### src/rtl/block_window_fetch.sv
// Beat-map window fetcher: skips expired records, then burst-reads the next NUM_SLOTS records and
// commits them atomically. Define BLOCK_FETCH_REWIND_EN to rewind head on a backward time jump.
module block_window_fetch #(
    parameter int NUM_SLOTS = 12,
    parameter int ADDR_W    = 10
) (
    input  logic                        clk_in,
    input  logic                        rst_n_in,
    input  logic                        frame_start_in,
    input  logic [17:0]                 curr_time_in,
    input  logic [ADDR_W:0]             num_blocks_in,
    output logic [ADDR_W-1:0]           mem_addr_out,
    input  logic [53:0]                 mem_data_in,
    output logic                        busy_out,
    output logic                        valid_out,
    output logic [17:0]                 curr_time_out,
    output logic [NUM_SLOTS-1:0][11:0]  block_x_out,
    output logic [NUM_SLOTS-1:0][11:0]  block_y_out,
    output logic [NUM_SLOTS-1:0][17:0]  block_time_out,
    output logic [NUM_SLOTS-1:0]        block_color_out,
    output logic [NUM_SLOTS-1:0][2:0]   block_direction_out,
    output logic [NUM_SLOTS-1:0][7:0]   block_ID_out
);

    localparam int REC_W = 54;
    localparam int CNT_W = $clog2(NUM_SLOTS + 2);
    localparam int SUM_W = ADDR_W + 2;
    localparam logic [CNT_W-1:0]  CNT_ONE    = CNT_W'(1);
    localparam logic [CNT_W-1:0]  CNT_TWO    = CNT_W'(2);
    localparam logic [CNT_W-1:0]  LAST_ISSUE = CNT_W'(NUM_SLOTS - 1);
    localparam logic [CNT_W-1:0]  LAST_FILL  = CNT_W'(NUM_SLOTS + 1);
    localparam logic [ADDR_W:0]   HEAD_ONE   = (ADDR_W + 1)'(1);
    localparam logic [SUM_W-1:0]  ADDR_MAX   = SUM_W'((1 << ADDR_W) - 1);

    typedef enum logic [2:0] {
        S_IDLE,
        S_SKIP_ISSUE,
        S_SKIP_WAIT,
        S_SKIP_CHECK,
        S_FILL,
        S_COMMIT
    } state_t;

    state_t             state_q, state_d;
    logic [ADDR_W:0]    head_q, head_d;
    logic [17:0]        t_req_q, t_req_d;
    logic [CNT_W-1:0]   fill_cnt_q, fill_cnt_d;
    logic [ADDR_W-1:0]  addr_q, addr_d;
    logic               rng_addr_q, rng_addr_d;
    logic [1:0]         rng_pipe_q, rng_pipe_d;
    logic               busy_q, busy_d;
    logic               valid_q, valid_d;
    logic [17:0]        time_out_q, time_out_d;
    logic [REC_W-1:0]   shadow_q [NUM_SLOTS];
    logic [REC_W-1:0]   shadow_d [NUM_SLOTS];
    logic [REC_W-1:0]   win_q    [NUM_SLOTS];
    logic [REC_W-1:0]   win_d    [NUM_SLOTS];

    logic               issue_en;
    logic [ADDR_W:0]    issue_base;
    logic [CNT_W-1:0]   issue_off;
    logic [SUM_W-1:0]   issue_sum;
    logic [CNT_W-1:0]   slot_idx;
    logic               rec_expired;

    assign rec_expired = (head_q < num_blocks_in) && (mem_data_in[41:24] <= t_req_q);
    assign slot_idx    = fill_cnt_q - CNT_TWO;

    // NOTE: every variable gets a default before the case so no path can infer a latch.
    always_comb begin
        state_d    = state_q;
        head_d     = head_q;
        t_req_d    = t_req_q;
        fill_cnt_d = fill_cnt_q;
        valid_d    = 1'b0;
        time_out_d = time_out_q;
        shadow_d   = shadow_q;
        win_d      = win_q;
        issue_en   = 1'b0;
        issue_base = head_q;
        issue_off  = '0;

        unique case (state_q)
            S_IDLE: begin
                if (frame_start_in) begin
                    t_req_d = curr_time_in;
`ifdef BLOCK_FETCH_REWIND_EN
                    if (curr_time_in < time_out_q) head_d = '0;
`endif
                    issue_en   = 1'b1;
                    issue_base = head_d;
                    state_d    = S_SKIP_ISSUE;
                end
            end
            S_SKIP_ISSUE: state_d = S_SKIP_WAIT;
            S_SKIP_WAIT:  state_d = S_SKIP_CHECK;
            S_SKIP_CHECK: begin
                issue_en = 1'b1;
                if (rec_expired) begin
                    head_d     = head_q + HEAD_ONE;
                    issue_base = head_d;
                    state_d    = S_SKIP_ISSUE;
                end else begin
                    fill_cnt_d = '0;
                    state_d    = S_FILL;
                end
            end
            S_FILL: begin
                if (fill_cnt_q < LAST_ISSUE) begin
                    issue_en  = 1'b1;
                    issue_off = fill_cnt_q + CNT_ONE;
                end
                // Data lags its address by two cycles; the in-range flag rides the same pipe.
                if (fill_cnt_q >= CNT_TWO) begin
                    shadow_d[slot_idx] = rng_pipe_q[1] ? mem_data_in : '0;
                end
                if (fill_cnt_q == LAST_FILL) state_d = S_COMMIT;
                else                         fill_cnt_d = fill_cnt_q + CNT_ONE;
            end
            S_COMMIT: begin
                win_d      = shadow_q;
                time_out_d = t_req_q;
                valid_d    = 1'b1;
                state_d    = S_IDLE;
            end
            default: state_d = S_IDLE;
        endcase

        issue_sum  = SUM_W'(issue_base) + SUM_W'(issue_off);
        addr_d     = addr_q;
        rng_addr_d = rng_addr_q;
        if (issue_en) begin
            addr_d     = (issue_sum > ADDR_MAX) ? '1 : issue_sum[ADDR_W-1:0];
            rng_addr_d = issue_sum < SUM_W'(num_blocks_in);
        end
        rng_pipe_d = {rng_pipe_q[0], rng_addr_q};
        busy_d     = (state_d != S_IDLE);
    end

    // NOTE: state registers use non-blocking assignments so all flops update from pre-edge values.
    always_ff @(posedge clk_in or negedge rst_n_in) begin
        if (!rst_n_in) begin
            state_q    <= S_IDLE;
            head_q     <= '0;
            t_req_q    <= '0;
            fill_cnt_q <= '0;
            addr_q     <= '0;
            rng_addr_q <= 1'b0;
            rng_pipe_q <= '0;
            busy_q     <= 1'b0;
            valid_q    <= 1'b0;
            time_out_q <= '0;
            for (int i = 0; i < NUM_SLOTS; i++) win_q[i] <= '0;
        end else begin
            state_q    <= state_d;
            head_q     <= head_d;
            t_req_q    <= t_req_d;
            fill_cnt_q <= fill_cnt_d;
            addr_q     <= addr_d;
            rng_addr_q <= rng_addr_d;
            rng_pipe_q <= rng_pipe_d;
            busy_q     <= busy_d;
            valid_q    <= valid_d;
            time_out_q <= time_out_d;
            win_q      <= win_d;
        end
    end

    // NOTE: the shadow window needs no reset; every slot is rewritten during FILL before any COMMIT.
    always_ff @(posedge clk_in) begin
        shadow_q <= shadow_d;
    end

    assign mem_addr_out  = addr_q;
    assign busy_out      = busy_q;
    assign valid_out     = valid_q;
    assign curr_time_out = time_out_q;

    always_comb begin
        for (int i = 0; i < NUM_SLOTS; i++) begin
            block_ID_out[i]        = win_q[i][53:46];
            block_direction_out[i] = win_q[i][45:43];
            block_color_out[i]     = win_q[i][42];
            block_time_out[i]      = win_q[i][41:24];
            block_y_out[i]         = win_q[i][23:12];
            block_x_out[i]         = win_q[i][11:0];
        end
    end

endmodule

### config.mk
export PLATFORM = sky130hd
export DESIGN_NAME = block_window_fetch
export DESIGN_NICKNAME = d
export VERILOG_FILES = /design/src/rtl/block_window_fetch.sv
export SDC_FILE = /design/constraint.sdc
export NUM_CORES = 1
export LEC_CHECK = 0
export ABC_CLOCK_PERIOD_IN_PS = 8000
export CAP_MARGIN = 20
export CORE_ASPECT_RATIO = 0.75
export CORE_MARGIN = 2
export CORE_UTILIZATION = 40
export CTS_CLUSTER_SIZE = 10
export DETAILED_ROUTE_END_ITERATION = 10
export HOLD_SLACK_MARGIN = 0.1
export PLACE_DENSITY_LB_ADDON = 0.12
export REMOVE_ABC_BUFFERS = 1
export SETUP_SLACK_MARGIN = 0.5
export SYNTH_ARGS = -nofsm -noshare
export SYNTH_HDL_FRONTEND = slang
export SYNTH_SLANG_ARGS = --single-unit
### constraint.sdc
create_clock -name clk_in -period 8 [get_ports clk_in]
set_input_delay 0.8 -clock clk_in [delete_from_list [all_inputs] [get_ports clk_in]]
set_output_delay 0.8 -clock clk_in [all_outputs]
set_load 0.05 [all_outputs]
==> results.py <==
metrics = {
    "run_status": {
        "status": "finished clean",
    },
    "clock_network": {
        "clk_pin_slew_ps": 60,
        "cts_root_buf": "clkbuf_16",
        "cts_max_path_buffers": 3,
        "cts_sinks": 1365,
        "numCtsBuffers": 156,
        "htree_levels": 4,
        "ctsResizeCount": 0,
        "clock_latency_ps": 780,
        "cts_tree": "done",
    },
    "yosys": {
        "netlist_instances": 3938,
        "ys_ff_latch": 1365,
        "synth_edf_count": 648,
        "ys_warn_count": 0,
        "ys_top_cells_by_area": "edfxtp_1 40%, dfrtp_1 37%, nand2_1 16%",
        "synth-main-ff-cell": "dfrtp_1",
        "synth_area_leader_cell": "edfxtp_1",
        "async_flop_share": 0.5253,
        "synth_common_cells": "2009 x nand2_1, 717 x dfrtp_1, 648 x edfxtp_1",
        "avgSynthCellArea_um2": 12.30,
        "synth_area_um2": 48450,
        "ys_types": 68,
        "synth_most_common_cell": "nand2_1",
        "synth_top_area_frac": 0.4016,
        "ys_seq_area_frac": 0.7719,
    },
    "sta": {
        "slew-limit-headroom": 0.2040,
        "hold_violations": 0,
        "drv_slew": 0,
        "fin_skew_ps": 30.63,
        "setup_tns_ps": 0,
        "hold_ws_ps": 350.7,
        "period_share": 0.7192,
        "rsz0062_at_grt": "false",
        "worst_slew_pin_slew_ps": 1194,
        "fin_crit_ps": 5753,
        "max_freq_mhz": 173.8,
        "setup_viol": 0,
    },
    "cells_and_area": {
        "antenna_cells": 0,
        "syn2layout_area_growth_pct": 29.39,
        "final_nets": 4874,
        "seqCellArea_um2": 37400,
        "nFillCells": 10480,
        "drive_above_1_share": 0.05511,
        "multi_input_area_um2": 10280,
    },
    "critical_path": {
        "critical_path_class": "primary input to flip-flop",
        "path_max_fanout": 8,
        "crit_required_ps": 8700,
        "crit_path_start_kind": "primary input",
        "endpoint_kind": "flip-flop",
        "worstPathArrival_ps": 6460,
    },
    "job": {
        "maxCapViolations": 0,
    },
    "die": {
        "coreArea_um2": 120200,
        "die_area_um2": 124000,
        "fp-row-count": 110,
        "dieWidth_um": 405.9,
        "die_y_um": 305.4,
        "start_util": 0.4033,
        "num_io_pins": 764,
    },
    "route": {
        "drtAntennaViolNets": 0,
        "dr_total_vias": 31150,
        "remaining_drc_errors": 0,
        "post_drt_wl_per_cell_um": 22.73,
        "finalWirelength_um": 147400,
        "routed_via_density": 4.801,
        "drt_iter0_markers": 2596,
        "firstDrtPassIters": 7,
    },
    "global_route": {
        "antenna_found_initial": 9,
        "grt_max_degree": 172,
        "grt_first_pass_wirelength_um": 213300,
        "grt_pass1_vias": 30400,
        "grt_use_total": 0.2372,
        "grt.overflow.total": 0,
    },
    "place": {
        "dpl.hpwl_um": 90090,
        "routabilityCongestion": 0.8281,
        "port_buffers": 763,
    },
    "pwr": {
        "power_density_nw_per_um2": 478.3,
        "ir_drop_mv": 0.2773,
        "p_leak_nw": 26.94,
    },
    "hold_path": {
        "min_path_type": "flip-flop to flip-flop",
    },
}
[per-stage QoR]
step                      total power, mW  utilization  instances  setup slack (ps)  area (µm²)
after floorplan                     18.51            -       3774            -17340       47820
after global placement              23.50       0.4825       6202              1485       57970
after detailed placement            23.59       0.4825       6202              1561       57970
after CTS                           30.29       0.5216       6486              2364       62670
after global routing                31.28       0.5218       6487              1930       62690
final                               29.99       0.5218       6487              2247       62690
[metal layers]
layer  part of all wire  global-route usage  up-vias
met5            0.00016                   0        -
met4              0.021             0.06501        4
met3              0.065             0.05614      178
met2               0.47              0.3676      886
met1               0.44              0.3353    15680
li1                   -                   -    14400
[critical path, cell delays in order]
cell and delay [ps]:
clkdlybuf4s50_1 550, ha_1 480, nand4_2 240, nor4_4 490, nand3_4 190, a21o_4 310
nor2_1 270, mux2_2 420, fa_1 480, a21o_1 200, a21oi_1 350, xnor2_1 220
inv_1 80, ha_1 270, a21o_1 170, a21o_1 200, a2111oi_0 410, o21a_1 190
a22o_1 120
[what timing repair did]
item	4_1_cts	5_1_grt
endpoints found under the hold margin	71	0
buffers inserted	0	0
hold buffers	1	0
[power by group]
group,internal [mW],switching (mW)
Clock,3.81,2.80
Sequential,9.31,1.47
Combinational,3.70,8.90
Total,16.8,13.2
[cell type report]
class / count / area share
clock buffer: 272 / 0.07175
multi-input combinational: 2349 / 0.1639
inverter: 60 / 0.003712
sequential: 1365 / 0.5966
clock inverter: 11 / 0.002974
timing repair buffer: 806 / 0.1286
tap: 1624 / 0.03241
[registers in the layout, summed over array words and instances, names as in the netlist]
signal,count
shadow_q,648
block_time_out,216
block_x_out,144
block_y_out,144
block_ID_out,96
block_direction_out,36
curr_time_out,18
t_req_q,18
block_color_out,12
head_q,11
mem_addr_out,10
fill_cnt_q,4
state_q,3
rng_pipe_q,2
busy_out,1
rng_addr_q,1
valid_out,1
[kinds of logic after synthesis]
| kind of cell | after synthesis | synth area share |
|---|---|---|
| and+or+nand+nor | 2161 | 0.1739 |
| muxes | 7 | 0.001601 |
| adders and majority gates | 50 | 0.01307 |
| DFF | 1365 | 0.7719 |
| AOI/OAI and AO/OA | 113 | 0.01831 |
| xor gates and xnor gates | 18 | 0.003641 |
| buffers and inverters | 224 | 0.01764 |
[placed cells by master (no fill, tap or decap), types with 3 or more instances in the layout]
master / count
nor2b_1: 3
and3_1: 6
nor2_4: 8
nand3_1: 8
and2_4: 4
xnor2_1: 14
dfrtp_1: 716
a31oi_2: 8
nor2_1: 33
ha_1: 49
clkbuf_1: 108
a21oi_1: 12
nand2_1: 2009
clkinv_16: 3
o211ai_1: 7
nor3_1: 8
clkinv_8: 3
clkbuf_16: 163
xor2_1: 3
mux2i_1: 4
buf_4: 35
o2111ai_1: 3
a21o_1: 12
o21a_1: 5
edfxtp_1: 648
clkdlybuf4s50_1: 762
inv_1: 58
or3_1: 3
nand4_1: 7
and2_1: 56
o21ai_0: 38
a31oi_1: 3
buf_12: 6
[path summary, 6_finish.rpt]
check                           cells past startpoint            start  slack, ps                   to
worst max-delay path                               19  mem_data_in[41]       2250           rng_addr_q
worst min-delay path                                0    rng_pipe_q[0]        350        rng_pipe_q[1]
worst max register to register                     19        head_q[4]       2520           rng_addr_q
worst min register to register                      0    rng_pipe_q[0]        350        rng_pipe_q[1]
max in group asynchronous                           4         rst_n_in       5330  block_time_out[135]
min in group asynchronous                           2         rst_n_in        640     block_ID_out[48]
No activity file was read; power rests on OpenSTA's default activity.
